<file path="config.mk">
export PLATFORM = sky130hd
export DESIGN_NAME = life_pattern_loader_flat
export DESIGN_NICKNAME = d
export VERILOG_FILES = /design/src/rtl/life_pattern_loader_if.sv /design/src/rtl/life_pattern_loader.sv /design/src/flat_wrapper.sv
export SDC_FILE = /design/constraint.sdc
export NUM_CORES = 1
export LEC_CHECK = 0
export CAP_MARGIN = 10
export CORE_UTILIZATION = 45
export CTS_BUF_LIST = sky130_fd_sc_hd__clkbuf_16
export DETAILED_ROUTE_END_ITERATION = 7
export PLACE_DENSITY = 0.69
export SETUP_SLACK_MARGIN = 0.4
export SLEW_MARGIN = 15
export SYNTH_ARGS = -nofsm -noshare
export SYNTH_HDL_FRONTEND = slang
export SYNTH_SLANG_ARGS = --single-unit
</file>
<file path="constraint.sdc">
create_clock -name clk -period 2.8 [get_ports clk]
set_input_delay 0.28 -clock clk [delete_from_list [all_inputs] [get_ports clk]]
set_output_delay 0.28 -clock clk [all_outputs]
set_load 0.05 [all_outputs]
</file>
<file path="src/rtl/life_pattern_loader_if.sv">
// life_pattern_loader_if: seed-load handshake and cell-array write port of the life pattern loader.
interface life_pattern_loader_if;
    logic        start_i;
    logic [15:0] pattern_i;
    logic        frame_i;
    logic        busy_o;
    logic        done_o;
    logic [1:0]  row_o;
    logic [1:0]  col_o;
    logic        val_o;
    logic        write_enb_o;
    logic        run_inhibit_o;
    modport slave (
        input  start_i, pattern_i, frame_i,
        output busy_o, done_o, row_o, col_o, val_o, write_enb_o, run_inhibit_o
    );
    modport master (
        output start_i, pattern_i, frame_i,
        input  busy_o, done_o, row_o, col_o, val_o, write_enb_o, run_inhibit_o
    );
endinterface

</file>
<file path="src/rtl/life_pattern_loader.sv">
// life_pattern_loader: writes a 16-bit seed into the life cell array, one cell per write strobe.
module life_pattern_loader #(
    parameter int GAP_CYCLES = 0,
    parameter bit SYNC_FRAME = 1'b1
) (
    input logic                  clk,
    input logic                  reset,
    life_pattern_loader_if.slave lp
);
    localparam int GW = GAP_CYCLES > 1 ? $clog2(GAP_CYCLES) : 1;
    typedef enum logic [2:0] {IDLE, SYNC, WRITE, GAP, DONE} state_t;
    state_t        state_q, state_d;
    logic [3:0]    idx_q, idx_d;
    logic [GW-1:0] cnt_q, cnt_d;
    logic [15:0]   pat_q, pat_d;
    logic          busy_q, busy_d, done_q, done_d, val_q, val_d, we_q, we_d, inh_q, inh_d;
    logic [1:0]    row_q, row_d, col_q, col_d;
    always_ff @(posedge clk or negedge reset) begin
        if (!reset) begin
            state_q <= IDLE;
            idx_q   <= '0;
            cnt_q   <= '0;
            pat_q   <= '0;
            busy_q  <= 1'b0;
            done_q  <= 1'b0;
            row_q   <= '0;
            col_q   <= '0;
            val_q   <= 1'b0;
            we_q    <= 1'b0;
            inh_q   <= 1'b0;
        end else begin
            state_q <= state_d;
            idx_q   <= idx_d;
            cnt_q   <= cnt_d;
            pat_q   <= pat_d;
            busy_q  <= busy_d;
            done_q  <= done_d;
            row_q   <= row_d;
            col_q   <= col_d;
            val_q   <= val_d;
            we_q    <= we_d;
            inh_q   <= inh_d;
        end
    end
    always_comb begin
        state_d = state_q;
        idx_d   = idx_q;
        cnt_d   = cnt_q;
        pat_d   = pat_q;
        case (state_q)
            IDLE: if (lp.start_i) begin
                pat_d   = lp.pattern_i;
                idx_d   = '0;
                cnt_d   = '0;
                state_d = SYNC_FRAME ? SYNC : WRITE;
            end
            SYNC: state_d = lp.frame_i ? WRITE : SYNC;
            WRITE: begin
                if (idx_q == 4'd15) state_d = DONE;
                else if (GAP_CYCLES == 0) idx_d = idx_q + 4'd1;
                else begin
                    cnt_d   = '0;
                    state_d = GAP;
                end
            end
            GAP: begin
                if (cnt_q == GW'(GAP_CYCLES - 1)) begin
                    cnt_d   = '0;
                    idx_d   = idx_q + 4'd1;
                    state_d = WRITE;
                end else cnt_d = cnt_q + GW'(1);
            end
            DONE: state_d = IDLE;
            default: state_d = IDLE;
        endcase
    end
    // Outputs are decoded from the next state so the registered copies line up with that state.
    always_comb begin
        we_d   = state_d == WRITE;
        busy_d = state_d != IDLE;
        done_d = state_d == DONE;
        inh_d  = state_d inside {WRITE, GAP, DONE};
        row_d  = we_d ? idx_d[3:2] : 2'd0;
        col_d  = we_d ? idx_d[1:0] : 2'd0;
        val_d  = we_d & pat_d[idx_d];
    end
    assign lp.busy_o        = busy_q;
    assign lp.done_o        = done_q;
    assign lp.row_o         = row_q;
    assign lp.col_o         = col_q;
    assign lp.val_o         = val_q;
    assign lp.write_enb_o   = we_q;
    assign lp.run_inhibit_o = inh_q;
endmodule

</file>
<file path="src/flat_wrapper.sv">
// flat-port wrapper written by rule: the top's interface ports become plain ports
module life_pattern_loader_flat 
#(
    parameter int GAP_CYCLES = 0,
    parameter bit SYNC_FRAME = 1'b1
)
  (clk, reset, lp_start_i, lp_pattern_i, lp_frame_i, lp_busy_o, lp_done_o, lp_row_o, lp_col_o, lp_val_o, lp_write_enb_o, lp_run_inhibit_o);
  life_pattern_loader_if lp_i ();
  input logic clk;
  input logic reset;
  input wire logic [$bits(lp_i.start_i)-1:0] lp_start_i;
  input wire logic [$bits(lp_i.pattern_i)-1:0] lp_pattern_i;
  input wire logic [$bits(lp_i.frame_i)-1:0] lp_frame_i;
  output wire logic [$bits(lp_i.busy_o)-1:0] lp_busy_o;
  output wire logic [$bits(lp_i.done_o)-1:0] lp_done_o;
  output wire logic [$bits(lp_i.row_o)-1:0] lp_row_o;
  output wire logic [$bits(lp_i.col_o)-1:0] lp_col_o;
  output wire logic [$bits(lp_i.val_o)-1:0] lp_val_o;
  output wire logic [$bits(lp_i.write_enb_o)-1:0] lp_write_enb_o;
  output wire logic [$bits(lp_i.run_inhibit_o)-1:0] lp_run_inhibit_o;
  assign lp_i.start_i = lp_start_i;
  assign lp_i.pattern_i = lp_pattern_i;
  assign lp_i.frame_i = lp_frame_i;
  assign lp_busy_o = lp_i.busy_o;
  assign lp_done_o = lp_i.done_o;
  assign lp_row_o = lp_i.row_o;
  assign lp_col_o = lp_i.col_o;
  assign lp_val_o = lp_i.val_o;
  assign lp_write_enb_o = lp_i.write_enb_o;
  assign lp_run_inhibit_o = lp_i.run_inhibit_o;
  life_pattern_loader #(.GAP_CYCLES(GAP_CYCLES), .SYNC_FRAME(SYNC_FRAME)) u_core (.clk(clk), .reset(reset), .lp(lp_i));
endmodule
</file>
==> impl_metrics.yaml <==
floorplanning:
  io_pins: 29
  placementRows: 20
  initial_core_util_pct: 48.9
  floorplan.die_area_sq_um: 3660
  std_cell_core_area_sq_um: 3150
  die_height_um: 60.5
  overall_die_width_um: 60.5
setup_path:
  critical_path.most_common_cell: "sky130_fd_sc_hd__mux2i_1"
  critical_path_required_ps: 2930
  worst_path_max_delay_cell: "sky130_fd_sc_hd__clkdlybuf4s50_1"
  worstPathMaxFanout: 8
  path_class: "primary input to flop"
  setup.reg_to_reg.worst_slack_ps: 510
  critical_path_arrival_ps: 2430
  worst_setup_path_start_kind: "primary input"
  max_stage_delay_ps: 500
  worstSetupEndpointType: "flop"
  worstPathCellList: "clkdlybuf4s50_1 > or3b_4 > nor2_8 > buf_12 > mux2_2 > mux2i_1 > mux2i_1 > o31ai_1 > a211oi_2"
sta:
  slew-limit-headroom_pct: 66.4
  fmaxAchievable_mhz: 435
  worstMarginPinSlew_ps: 502
  finalSetupViolations: 0
  finalHoldViolCount: 0
  slew_viol_final: 0
  grt_setup_unrepaired: "false"
  timing.final.crit_share_pct: 82.2
  fin_crit_ps: 2300
  fin_tns_setup_ps: 0
  timing.clock.skew_ps: 1.55
route:
  routed-via-count: 1022
  route.antenna.remaining_nets: 0
  drt_iter0_drc: 27
  average_via_count_per_standard_cell: 5.08
  post_drt_wl_per_cell_um: 15.0
  routed_wl_um: 3020
  detailedRoute.firstPassIterationCount: 4
  drc_violations: 0
job:
  max_cap_viol_count: 0
logic_synthesis:
  synth_area_sq_um: 1540
  synth_edf_count: 0
  syn_area_per_cell_sq_um: 12.7
  synthesized_instance_count: 121
  synth.distinct_cells: 36
  yosys_warnings: 0
  synth_seq_cells: 33
  ys_async_sr_fraction_pct: 100
  postSynth.topFlopCell: "sky130_fd_sc_hd__dfrtp_1"
  nets_in_the_synthesized_netlist: 142
  sequential_cell_area_fraction_in_the_yosys_report_pct: 53.6
placed_design:
  post-dp-hpwl_um: 2090
  place_inst: 190
  port-buffer-count: 28
  gp_congestion: 0.840
run_status:
  outcome: "finished, final reports clean"
cts:
  source_to_sink_clock_delay_at_the_later_pin_of_the_worst_skew_pair_ps: 270
  h-tree-depth: 2
  cts.reportedPaths.clkPinSlew_ps: 50
  tritoncts.num_buffers: 5
  cts.path.max_buffers: 2
  cts_tree: "yes"
  root_buffer: "sky130_fd_sc_hd__clkbuf_16"
  clock_sink_count: 33
  post_cts_hold_buffer_count: 0
final_layout:
  final_cell_count_no_fill: 201
  antennaDiodeCount: 0
  nNetsFinal: 177
  layout-drive-gt1-share_pct: 20.4
  layout-area-overhead-vs-synth_pct: 30.8
global_routing:
  globalRoute.totalOverflow: 0
  via_count_of_the_first_global_routing_pass: 1058
  grt_start_max_net_pins: 34
  groute.usage.overall_pct: 18.4
  number_of_antenna_violations_at_the_first_check_in_global_routing: 0
  first_pass_grt_wire_length_um: 4690
pwr:
  ir_worst_vdd_mv: 0.624
  fin_total_pwr_mw: 2.52
  pwr_density_cell_nw_per_um2: 1250
  leakagePower_nw: 0.921
min_path:
  min_path_type: "primary input to async pin"
cell usage after synthesis, types with 2 or more instances:
master / n / area share [%]
sky130_fd_sc_hd__dfrtp_1: 33 / 54
sky130_fd_sc_hd__mux2i_1: 14 / 9.1
sky130_fd_sc_hd__mux2_2: 12 / 8.8
sky130_fd_sc_hd__inv_1: 8 / 1.9
sky130_fd_sc_hd__nand2_1: 7 / 1.7
sky130_fd_sc_hd__a21oi_1: 5 / 1.6
sky130_fd_sc_hd__nor2_1: 4 / 0.97
sky130_fd_sc_hd__nor2b_1: 3 / 1.2
sky130_fd_sc_hd__mux2_1: 2 / 1.5
sky130_fd_sc_hd__mux2_4: 2 / 1.9
sky130_fd_sc_hd__nand2b_1: 2 / 0.81
sky130_fd_sc_hd__nand3_1: 2 / 0.65
sky130_fd_sc_hd__nor3_1: 2 / 0.65
sky130_fd_sc_hd__o211ai_1: 2 / 0.97
sky130_fd_sc_hd__o21ai_0: 2 / 0.65
sequential cells by signal, indices dropped and copies added (netlist names):
signal	flops
u_core.cnt_q	1
u_core.lp.done_o	1
u_core.lp.col_o	2
u_core.idx_q	4
u_core.pat_q	16
u_core.lp.row_o	2
u_core.state_q	3
u_core.lp.val_o	1
u_core.lp.run_inhibit_o	1
u_core.lp.busy_o	1
u_core.lp.write_enb_o	1
cells in the final DEF, fill, tap and decap left out, drive strengths merged, types with 3 or more instances in the layout:
cell,count
clkdlybuf4s50,28
nor2,5
inv,9
nor2b,3
dfrtp,33
clkbuf,6
nand2,7
mux2,16
a21oi,5
mux2i,14
buf,4
stage by stage:
stage / utilization (%) / setup slack, ps / cell area (sq um) / hold slack, ps
6_report: 64.0 / 499 / 2020 / 413
5_1_grt: 64.0 / 412 / 2020 / 463
4_1_cts: 62.3 / 441 / 1970 / 433
3_5_place_dp: 57.9 / 172 / 1830 / 476
3_3_place_gp: 57.9 / 222 / 1830 / 468
2_1_floorplan: - / 687 / 1540 / -15.6
critical path, delay by kind of cell:
kind | cells | cell delay [ps]
AND/OR/NAND/NOR | 2 | 570
buffers and inverters | 2 | 640
AO/OA/AOI/OAI | 2 | 370
multiplexers | 3 | 590
area by class of cell:
cell class / instances / area (sq um)
Fill cell: 271 / 1140
Clock inverter: 3 / 13.8
Clock buffer: 5 / 125
Timing Repair Buffer: 33 / 347
Tap cell: 44 / 55.1
Multi-Input combinational cell: 75 / 621
Sequential cell: 33 / 826
Inverter: 8 / 30.0
kinds of logic after synthesis:
group	count (synthesis)	synth area share [%]
flip-flops	33	53.6
multiplexers	30	21.3
AND/OR/NAND/NOR	28	11.0
AO/OA/AOI/OAI	16	7.22
buffers and inverters	13	6.17
adder cells (fa/ha/maj)	1	0.812
what timing repair did:
action / CTS / global route
setup endpoints to repair: 0 / 1
buffers inserted: 0 / 3
resized for setup: 0 / 1
path summary, 6_finish.rpt:
kind,depth (start not counted),start,to
worst min-delay path,2,reset,u_core.pat_q[11]
worst min register to register,1,u_core.pat_q[9],u_core.pat_q[9]
worst max-delay path,9,lp_start_i,u_core.lp.val_o
worst max register to register,9,u_core.idx_q[0],u_core.lp.val_o
max in group asynchronous,2,reset,u_core.state_q[2]
min in group clk,1,u_core.pat_q[9],u_core.pat_q[9]
metal layers:
metal	vias up	wire [um]	share of wire, %	GRT usage, %
met5	-	0	0	0
met4	0	60	2.0	11.0
met3	6	119	3.9	3.84
met2	28	1660	55	33.4
met1	498	1180	39	19.5
li1	490	-	-	-
power breakdown:
| group | switching [mW] | internal, mW |
|---|---|---|
| clock | 0.186 | 0.322 |
| sequential | 0.107 | 0.690 |
| combinational | 0.646 | 0.567 |
(Power assumes the default switching activity.)
